==> src/rtl/mode_queue_pkg.sv <==
// mode_queue_pkg
// Shared definitions for the mode_queue slice.
//   mode_e          : queue flavour chosen at elaboration time
//   calc_ptr_width  : pointer width for a given depth (a depth of 1 still
//                     gets a 1-bit pointer, which is simply held at 0)
package mode_queue_pkg;

    typedef enum logic [1:0] {
        NORMAL = 2'd0,
        PIPE   = 2'd1,
        BYPASS = 2'd2
    } mode_e;

    function automatic int calc_ptr_width(input int n);
        return (n > 1) ? $clog2(n) : 1;
    endfunction

endpackage

==> src/rtl/mode_queue_ctrl.sv <==
// mode_queue_ctrl
// Pointer, occupancy and ready logic for mode_queue. Holds no payload.
// Ports:
//   clk, reset         : clock, asynchronous active-high reset
//   clear_i            : synchronous flush (zeros pointers and count)
//   enq_en_i, deq_en_i : fire strobes from the queue ports
//   enq_rdy_o, deq_rdy_o : handshake readiness
//   wr_en_o, wr_ptr_o  : storage write strobe and slot
//   rd_ptr_o           : head slot for the output mux
//   bypass_o           : head is taken straight from the enqueue payload
//   count_o            : number of stored entries
//
// Handshake: a side fires on a cycle where its _en and _rdy are both high.
// _en without _rdy is ignored and leaves all state untouched.
module mode_queue_ctrl
    import mode_queue_pkg::*;
#(
    parameter int    num_entries = 2,
    parameter mode_e mode        = NORMAL,
    parameter int    count_width = $clog2(num_entries + 1),
    parameter int    ptr_width   = calc_ptr_width(num_entries)
) (
    input  logic                   clk,
    input  logic                   reset,
    input  logic                   clear_i,
    input  logic                   enq_en_i,
    input  logic                   deq_en_i,
    output logic                   enq_rdy_o,
    output logic                   deq_rdy_o,
    output logic                   wr_en_o,
    output logic [ptr_width-1:0]   wr_ptr_o,
    output logic [ptr_width-1:0]   rd_ptr_o,
    output logic                   bypass_o,
    output logic [count_width-1:0] count_o
);

    localparam logic [ptr_width-1:0]   LAST_PTR   = ptr_width'(num_entries - 1);
    localparam logic [count_width-1:0] FULL_COUNT = count_width'(num_entries);

    logic [ptr_width-1:0]   enq_ptr_q, enq_ptr_d;
    logic [ptr_width-1:0]   deq_ptr_q, deq_ptr_d;
    logic [count_width-1:0] count_q, count_d;

    logic full, empty;
    logic enq_extra, deq_extra;
    logic enq_fire, deq_fire, pass_fire, rd_adv;

    function automatic logic [ptr_width-1:0] ptr_inc(input logic [ptr_width-1:0] p);
        return (p == LAST_PTR) ? '0 : p + 1'b1;
    endfunction

    assign full  = (count_q == FULL_COUNT);
    assign empty = (count_q == '0);

    // Mode-specific readiness extensions.
    generate
        if (mode == PIPE) begin : g_pipe
            // A full queue can still accept when the head leaves this cycle.
            assign enq_extra = full & deq_en_i;
        end else begin : g_no_pipe
            assign enq_extra = 1'b0;
        end
        if (mode == BYPASS) begin : g_bypass
            // An empty queue can deliver the incoming payload directly.
            assign deq_extra = empty & enq_en_i;
        end else begin : g_no_bypass
            assign deq_extra = 1'b0;
        end
    endgenerate

    assign enq_rdy_o = ~reset & ~clear_i & (~full  | enq_extra);
    assign deq_rdy_o = ~reset & ~clear_i & (~empty | deq_extra);

    assign enq_fire  = enq_en_i & enq_rdy_o;
    assign deq_fire  = deq_en_i & deq_rdy_o;

    // Pass-through on an empty BYPASS queue: the payload never lands in storage.
    assign pass_fire = deq_extra & enq_fire & deq_fire;
    assign wr_en_o   = enq_fire & ~pass_fire;
    assign rd_adv    = deq_fire & ~pass_fire;

    assign wr_ptr_o  = enq_ptr_q;
    assign rd_ptr_o  = deq_ptr_q;
    assign bypass_o  = deq_extra;
    assign count_o   = count_q;

    always_comb begin
        enq_ptr_d = enq_ptr_q;
        deq_ptr_d = deq_ptr_q;
        count_d   = count_q;
        if (clear_i) begin
            enq_ptr_d = '0;
            deq_ptr_d = '0;
            count_d   = '0;
        end else begin
            if (wr_en_o) enq_ptr_d = ptr_inc(enq_ptr_q);
            if (rd_adv)  deq_ptr_d = ptr_inc(deq_ptr_q);
            if (wr_en_o && !rd_adv) begin
                count_d = count_q + 1'b1;
            end else if (!wr_en_o && rd_adv) begin
                count_d = count_q - 1'b1;
            end
        end
    end

    always_ff @(posedge clk or posedge reset) begin
        if (reset) begin
            enq_ptr_q <= '0;
            deq_ptr_q <= '0;
            count_q   <= '0;
        end else begin
            enq_ptr_q <= enq_ptr_d;
            deq_ptr_q <= deq_ptr_d;
            count_q   <= count_d;
        end
    end

endmodule

==> src/rtl/mode_queue.sv <==
// mode_queue
// Circular-buffer queue with an elaboration-time mode (NORMAL, PIPE, BYPASS).
// Ports:
//   clk      : clock, all state on rising edge
//   reset    : asynchronous active-high reset (storage contents are kept)
//   clear    : synchronous flush
//   enq_en / enq_rdy / enq_msg : enqueue handshake and payload
//   deq_en / deq_rdy / deq_msg : dequeue handshake and head payload
//   count    : number of stored entries
//
// Handshake: a side fires on a cycle where its _en and _rdy are both high.
// deq_msg is only meaningful while deq_rdy is high.
module mode_queue
    import mode_queue_pkg::*;
#(
    parameter int    data_width  = 32,
    parameter int    num_entries = 2,
    parameter mode_e mode        = NORMAL,
    parameter int    count_width = $clog2(num_entries + 1)
) (
    input  logic                   clk,
    input  logic                   reset,
    input  logic                   clear,
    input  logic                   enq_en,
    output logic                   enq_rdy,
    input  logic [data_width-1:0]  enq_msg,
    input  logic                   deq_en,
    output logic                   deq_rdy,
    output logic [data_width-1:0]  deq_msg,
    output logic [count_width-1:0] count
);

    localparam int PTR_W = calc_ptr_width(num_entries);

    logic [data_width-1:0] mem_q [num_entries];
    logic                  wr_en;
    logic [PTR_W-1:0]      wr_ptr;
    logic [PTR_W-1:0]      rd_ptr;
    logic                  bypass;

    mode_queue_ctrl #(
        .num_entries (num_entries),
        .mode        (mode),
        .count_width (count_width),
        .ptr_width   (PTR_W)
    ) u_ctrl (
        .clk       (clk),
        .reset     (reset),
        .clear_i   (clear),
        .enq_en_i  (enq_en),
        .deq_en_i  (deq_en),
        .enq_rdy_o (enq_rdy),
        .deq_rdy_o (deq_rdy),
        .wr_en_o   (wr_en),
        .wr_ptr_o  (wr_ptr),
        .rd_ptr_o  (rd_ptr),
        .bypass_o  (bypass),
        .count_o   (count)
    );

    // Payload storage is deliberately left out of reset.
    always_ff @(posedge clk) begin
        if (wr_en) begin
            mem_q[wr_ptr] <= enq_msg;
        end
    end

    assign deq_msg = bypass ? enq_msg : mem_q[rd_ptr];

endmodule

==> config.mk <==
export PLATFORM = sky130hd
export DESIGN_NAME = mode_queue
export DESIGN_NICKNAME = d
export VERILOG_FILES = /design/src/rtl/mode_queue_pkg.sv /design/src/rtl/mode_queue_ctrl.sv /design/src/rtl/mode_queue.sv
export SDC_FILE = /design/constraint.sdc
export NUM_CORES = 1
export LEC_CHECK = 0
export ABC_AREA = 1
export BUFFER_PORTS_ARGS = -buffer_cell sky130_fd_sc_hd__buf_4
export CAP_MARGIN = 10
export CORE_MARGIN = 8
export CORE_UTILIZATION = 45
export DETAILED_ROUTE_END_ITERATION = 8
export GPL_ROUTABILITY_DRIVEN = 0
export GPL_TIMING_DRIVEN = 0
export PLACE_DENSITY = 0.73
export RECOVER_POWER = 25
export SLEW_MARGIN = 20
export SYNTH_ARGS = -nofsm -noshare
export SYNTH_HDL_FRONTEND = slang
export SYNTH_SLANG_ARGS = --single-unit
==> constraint.sdc <==
create_clock -name clk -period 2.4 [get_ports clk]
set_input_delay 0.24 -clock clk [delete_from_list [all_inputs] [get_ports clk]]
set_output_delay 0.24 -clock clk [all_outputs]
set_load 0.02 [all_outputs]
==> metrics, run 1 <==
M1 GR Usage 12.9%; PortBufs 72; run status completed; crit path cell chain dlygate4sd3_1 > buf_4 > nor2_4 > nand3_1 > nor2_4 > buf_16; global routing's busiest layer met2; Post-Synthesis Mean Instance Area roughly 12 sq um; largest family of logic cells by synthesized area simple AND/OR/NAND/NOR gates; Adder-Cell Fraction of Synth Area 0%; ys flop type edfxtp_1; vias in the first global route 1744; die area 8480 sq um; GR Layer Usage met3 5.38%; Min Clock Period, post-route 2000 ps; slowest stage delay, CP 540 ps; Setup violations, final 0; grt ovf 0; Worst slew margin 62.8%; CP Buf/Inv Count 3; Leak 1.48 nW; Worst Skew 6.90 ps; Hold Crit Start enq_msg[26]; largest net degree at the start of global routing 19; critical path capture point type flop; count leader, synth nand2_1; hold buffer count at cts 1; Post-DP HPWL about 3.6 mm; Area growth syn-to-layout 32.9%; critical path data required time roughly 2400 ps; Startpoint Class input port; Synth Area in Compound Gates 0.576%; Yosys top cell by area edfxtp_1; Final Power 0.00254 W; Syn Inst Count 210; Critical R2R Launch u_ctrl.count_o[0]; Worst IR Drop VDD 0.419 mV; routed wire length between 4 and 5 mm; vias per cell 4.55; clock-pin transition on the worst setup and hold timing paths 60 ps; Post-Synth XOR/XNOR Area 0%; # DRC 0; layout cell share with drive strength beyond 1 between 30% and 40%; Ys Warns 0; post-synth top area share 73.8%; final antenna-violating net count 0; synth cell count leaders nand2_1 (105), edfxtp_1 (64), inv_1 (8), buf_2 (5); initial antenna violation count 0; post-synthesis register bit count 68; sequential area share after synthesis 77.6%; first-pass detailed-route iteration total 6; hold path endpoint mem_q[0][26]; reg2reg setup slack 600 ps; fin crit share 83.2%; via count 1698; clock tree buffer depth 2; Die Y 92.1 um; Most common cell on crit path nor2_4; synthesized net count 247; synth unique cells 16; RSZ-0062 raised after global routing no; total CTS buffers 9; worst-margin pin slew 556 ps; number of diodes 0; Synth Area in Simple Gates 19.0%; Hold Path Depth 1; row count 27; multiplexer share of the synthesized area 0%; postcts setup bufs 0; fmax 501 MHz; Worst path top cell family by delay buffers and inverters; class of the worst hold path in -> reg; Clock Tree Root clkbuf_8; met2 Use GR about a fifth; Reg-to-Reg End mem_q[1][0]; R2R depth 5; Tot GR Track Use 12.4%; WL per Instance between 10 and 15 um; Clock Latency Late Sink about 330 ps; Initial Utilization 47.0%; first-pass GRT wire length 8.02 mm; Final Slew Violations 0; Core Area 5540 sq um; largest cells by area after synthesis edfxtp_1 (74%), nand2_1 (15%), dfrtp_1 (3.8%), inv_1 (1.2%), buf_2 (0.96%); kind of critical path in -> reg; DRT iter0 DRCs 107; width of the die 92.1 um; max_cap viols 0; largest fanout on the critical path 18; TritonCTS clock tree yes; clk sinks 68; Critical Path AT 2030 ps; CTS H-tree lvls 3; Netlist Area Pre-Place 2600 sq um; Post-synth EDFFs 64; Final Hold Violating Endpoints 0; Post-Layout Cell Count approximately 370; CP max stage cell dlygate4sd3_1; CP startpoint reset; Layout Nets roughly 330; cts repair resizes 0; Cell Pwr Density 734 nW/um^2; # IOs 73; async set-reset flop share out of synthesis 5.88%; DP Cell Count 356
-- registers in the layout, indices dropped and copies added, names as in the netlist --
| name | cells |
|---|---|
| mem_q | 64 |
| u_ctrl.rd_ptr_o | 1 |
| u_ctrl.wr_ptr_o | 1 |
| u_ctrl.count_o | 2 |
-- metal layers --
| metal | vias up | routed length (um) |
|---|---|---|
| met5 | - | 0 |
| met4 | 0 | 68 |
| met3 | 7 | 375 |
| met2 | 50 | 2470 |
| met1 | 771 | 2020 |
| li1 | 870 | - |
-- final cells by class --
type / count / area [sq um]
Buffer: 7 / 32.5
Clock buffer: 12 / 135
Clock inverter: 4 / 16.3
Fill cell: 436 / 2080
Inverter: 11 / 41.3
Multi-Input combinational cell: 124 / 524
Sequential cell: 68 / 2020
Tap cell: 72 / 90.1
Timing Repair Buffer: 75 / 602
-- through the flow --
| step | hold slack [ps] | setup slack [ps] | TNS (ps) | utilization, % | instance area [sq um] |
|---|---|---|---|---|---|
| 3_5_place_dp | 160 | 581 | 0 | 59.7 | 3310 |
| 6_report | 97.0 | 402 | 0 | 62.5 | 3460 |
| 4_1_cts | 72.0 | 412 | 0 | 62.6 | 3470 |
| 3_3_place_gp | 160 | -51.2 | -2570 | 58.5 | 3240 |
| 5_1_grt | 83.3 | 263 | 0 | 62.5 | 3460 |
| 2_1_floorplan | 6.08 | 330 | 0 | - | 2610 |
-- power by group --
| part | internal (W) | switching [W] |
|---|---|---|
| sequential | 0.00135 | 0.0000222 |
| combinational | 0.000178 | 0.000255 |
| clock | 0.000364 | 0.000372 |
-- cell usage in the layout, fill, tap and decap left out, drive strengths merged --
master | synthesis | routed
a21oi | 1 | 1
buf | 5 | 57
clkbuf | 2 | 36
clkinv | 1 | 5
dfrtp | 4 | 4
dlygate4sd3 | 0 | 1
edfxtp | 64 | 64
inv | 10 | 10
nand2 | 109 | 109
nand3 | 4 | 4
nand4 | 2 | 2
nor2 | 6 | 6
o21ai | 2 | 2
-- worst register-to-register path: cells and delay by family, from the launching register on --
| family | cells | cell delay, ps |
|---|---|---|
| flip-flops | 1 | 430 |
| buffers and inverters | 2 | 290 |
| AND/OR/NAND/NOR | 3 | 790 |
-- kinds of logic after synthesis --
family | count (synthesis)
AOI/OAI and AO/OA | 3
buffers and inverters | 18
and+or+nand+nor | 121
DFF | 68
-- worst max-delay path by stage --
stage	cells after the start	end	slack, ps
4_1_cts	6	mem_q[0][17]	410
3_3_place_gp	4	mem_q[1][24]	-50
6_report	6	mem_q[1][0]	400
2_1_floorplan	4	mem_q[1][0]	330
3_5_place_dp	5	mem_q[0][26]	580
5_1_grt	6	mem_q[0][17]	260
Power figures use the tool's default switching activity.
==> run 2: changes to the inputs <==
==> constraint.sdc (replaced) <==
create_clock -name clk -period 1.7 [get_ports clk]
set_input_delay 0.17 -clock clk [delete_from_list [all_inputs] [get_ports clk]]
set_output_delay 0.17 -clock clk [all_outputs]
set_load 0.02 [all_outputs]
==> metrics, run 2 (synthesized netlist as in run 1, its figures left out) <==
run status finished, violations left; violated checks setup timing; first-pass detailed-route iteration total 4 (-2); clk sinks 68 (unchanged); CP max stage cell nor2_4; TritonCTS clock tree yes; Area growth syn-to-layout 37.8%; largest net degree at the start of global routing 34 (+15); clock tree buffer depth 2 (unchanged); class of the worst hold path in -> reg; Clock Latency Late Sink 330 ps (about the same); Critical Path AT 1730 ps (-300 ps); critical path capture point type flop; Switching Share 24.7% (-0.83 points); initial antenna violation count 0 (unchanged); final antenna-violating net count 0 (unchanged); clock-pin transition on the worst setup and hold timing paths 70 ps (about the same); CTS H-tree lvls 3 (unchanged); Leak 1.53 nW (+3.0%); Worst slew margin 37.0% (-26 points); vias in the first global route 1695 (-2.8%); Final Power 0.00397 W (+56%); die area 8480 sq um (unchanged); DRT iter0 DRCs 83 (-22%); worst-margin pin slew 943 ps (+387 ps); max reg flops 64 (unchanged); Startpoint Class flop; Setup violations, final 64 (+64); WL per Instance 13.2 um (-0.57%); Tot GR Track Use 12.1% (-0.25 points); Final Slew Violations 0 (unchanged); final design utilization 64.8% (+2.3 points); Clock Tree Root clkbuf_8; fmax 564 MHz; vias per cell 4.49 (-1.4%); slowest stage delay, CP 730 ps (+190 ps); switching power 0.000983 W (+51%); layout cell share with drive strength beyond 1 33.4% (+0.55 points); first-pass GRT wire length 7.92 mm (-1.2%); max_cap viols 0 (unchanged); Worst Skew 7.11 ps (+0.212 ps); Layout Nets 340 (+2.1%); critical path data required time 1650 ps (-780 ps); row count 27 (unchanged); RSZ-0062 raised after global routing yes; kind of critical path reg -> reg; DP Cell Count 354 (-0.56%); via count 1706 (+0.47%); combinational share of power 16.0% (-1.1 points); Final Hold Violating Endpoints 0 (unchanged); fin crit share 104%; largest fanout on the critical path 33 (+15); commonest non-fill, non-tap cell in the layout nand2_1; # DRC 0 (unchanged); DP Worst Slack -176 ps (-757 ps); Worst IR Drop VDD 0.875 mV (+110%); Post-Layout Cell Count 380 (+1.9%); routed wire length 5.00 mm (+1.3%); Cell Pwr Density 1110 nW/um^2 (+51%); commonest non-fill, non-tap cells in the layout nand2_1 (105), edfxtp_1 (64), buf_4 (56); clock share of power 35.1% (+6.1 points); Initial Utilization 47.0% (unchanged); internal power 0.00299 W (+58%); number of diodes 0 (unchanged); grt ovf 0 (unchanged); filler instances 419 (-3.9%); width of the die 92.1 um (unchanged); Core Area 5540 sq um (unchanged); part of the power in registers 48.9% (-5.1 points); PortBufs 72 (unchanged); crit path cell chain nand2_4 > nand3_4 > nor2_4; total CTS buffers 9 (unchanged); # IOs 73 (unchanged); Min Clock Period, post-route 1770 ps; Post-DP HPWL 3.37 mm (-6.5%); Die Y 92.1 um (unchanged); worst setup margin -74.1 ps (-476 ps); Largest Register mem_q
==> run 2: cell count changes in the layout (fill, tap and decap cells not counted), moves of 2 or more <==
cell / change
clkbuf_4: -10
dlygate4sd3_1: +9
buf_4: +6
buf_2: -3
buf_6: +3
clkinvlp_4: +3
buf_16: -2
bufinv_16: +2
clkbuf_1: -2
clkbuf_2: +2
clkinv_1: -2
dfrtp_1: -2
dfrtp_2: +2
==> run 2: layout make-up <==
type,instances,area [sq um],share of cell area (%)
clock inverter,7,91.3,2.55
sequential,68,2020,56.4
multi-input combinational,124,542,15.1
timing repair buffer,82,622,17.3
inverter,11,41.3,1.15
clock buffer,9,124,3.45
buffer,7,53.8,1.50
tap,72,90.1,2.51
==> run 2: path summary, 6_finish.rpt <==
path | slack (ps) | end | cells after the start | from
max in group asynchronous | 1230 | u_ctrl.count_o[0] | 3 | reset
setup reg to reg | -70 | mem_q[1][2] | 3 | u_ctrl.count_o[1]
hold / removal | 20 | mem_q[1][29] | 1 | enq_msg[29]
min in group asynchronous | 280 | u_ctrl.count_o[1] | 3 | reset
setup / recovery | -70 | mem_q[1][2] | 3 | u_ctrl.count_o[1]
hold reg to reg | 600 | u_ctrl.count_o[0] | 3 | u_ctrl.count_o[0]
==> run 2: power groups by stage <==
| stage | Clock, W | Combinational, W | Sequential [W] |
|---|---|---|---|
| after global placement | 0 | 0.000601 | 0.00197 |
| after global routing | 0.00149 | 0.000697 | 0.00195 |
| final | 0.00139 | 0.000634 | 0.00194 |
| after detailed placement | 0 | 0.000611 | 0.00198 |
| after floorplan | 0 | 0.000317 | 0.00199 |
| after CTS | 0.00142 | 0.000623 | 0.00195 |
==> run 2: critical path, delay by kind of cell, from the launching register on <==
kind	cells	cell delay, ps
flops	1	440
simple gates	3	930
==> run 2: what timing repair did <==
item                       CTS  global route
setup buffers                0             0
hold buffers                 1             9
resized for setup            5             9
pin swaps                    2             1
setup endpoints to repair   85            94
hold endpoints to repair     4            16
==> run 2: routing by layer <==
metal	wire length [um]	track usage (%)	part of all wire, %
met1	1930	11.8	39
met3	380	6.60	7.6
met2	2650	20.7	53
met5	0	0	0
met4	43	5.37	0.86
==> run 2: per-stage QoR <==
stage / cell area (sq um) / hold slack [ps] / setup TNS [ps]
6_report: 3590 / 23.7 / -3910
5_1_grt: 3590 / 7.85 / -13690
4_1_cts: 3500 / 3.51 / -6450
3_5_place_dp: 3260 / 93.6 / -10150
3_3_place_gp: 3260 / 89.9 / -9520
2_1_floorplan: 2630 / -64.0 / 0
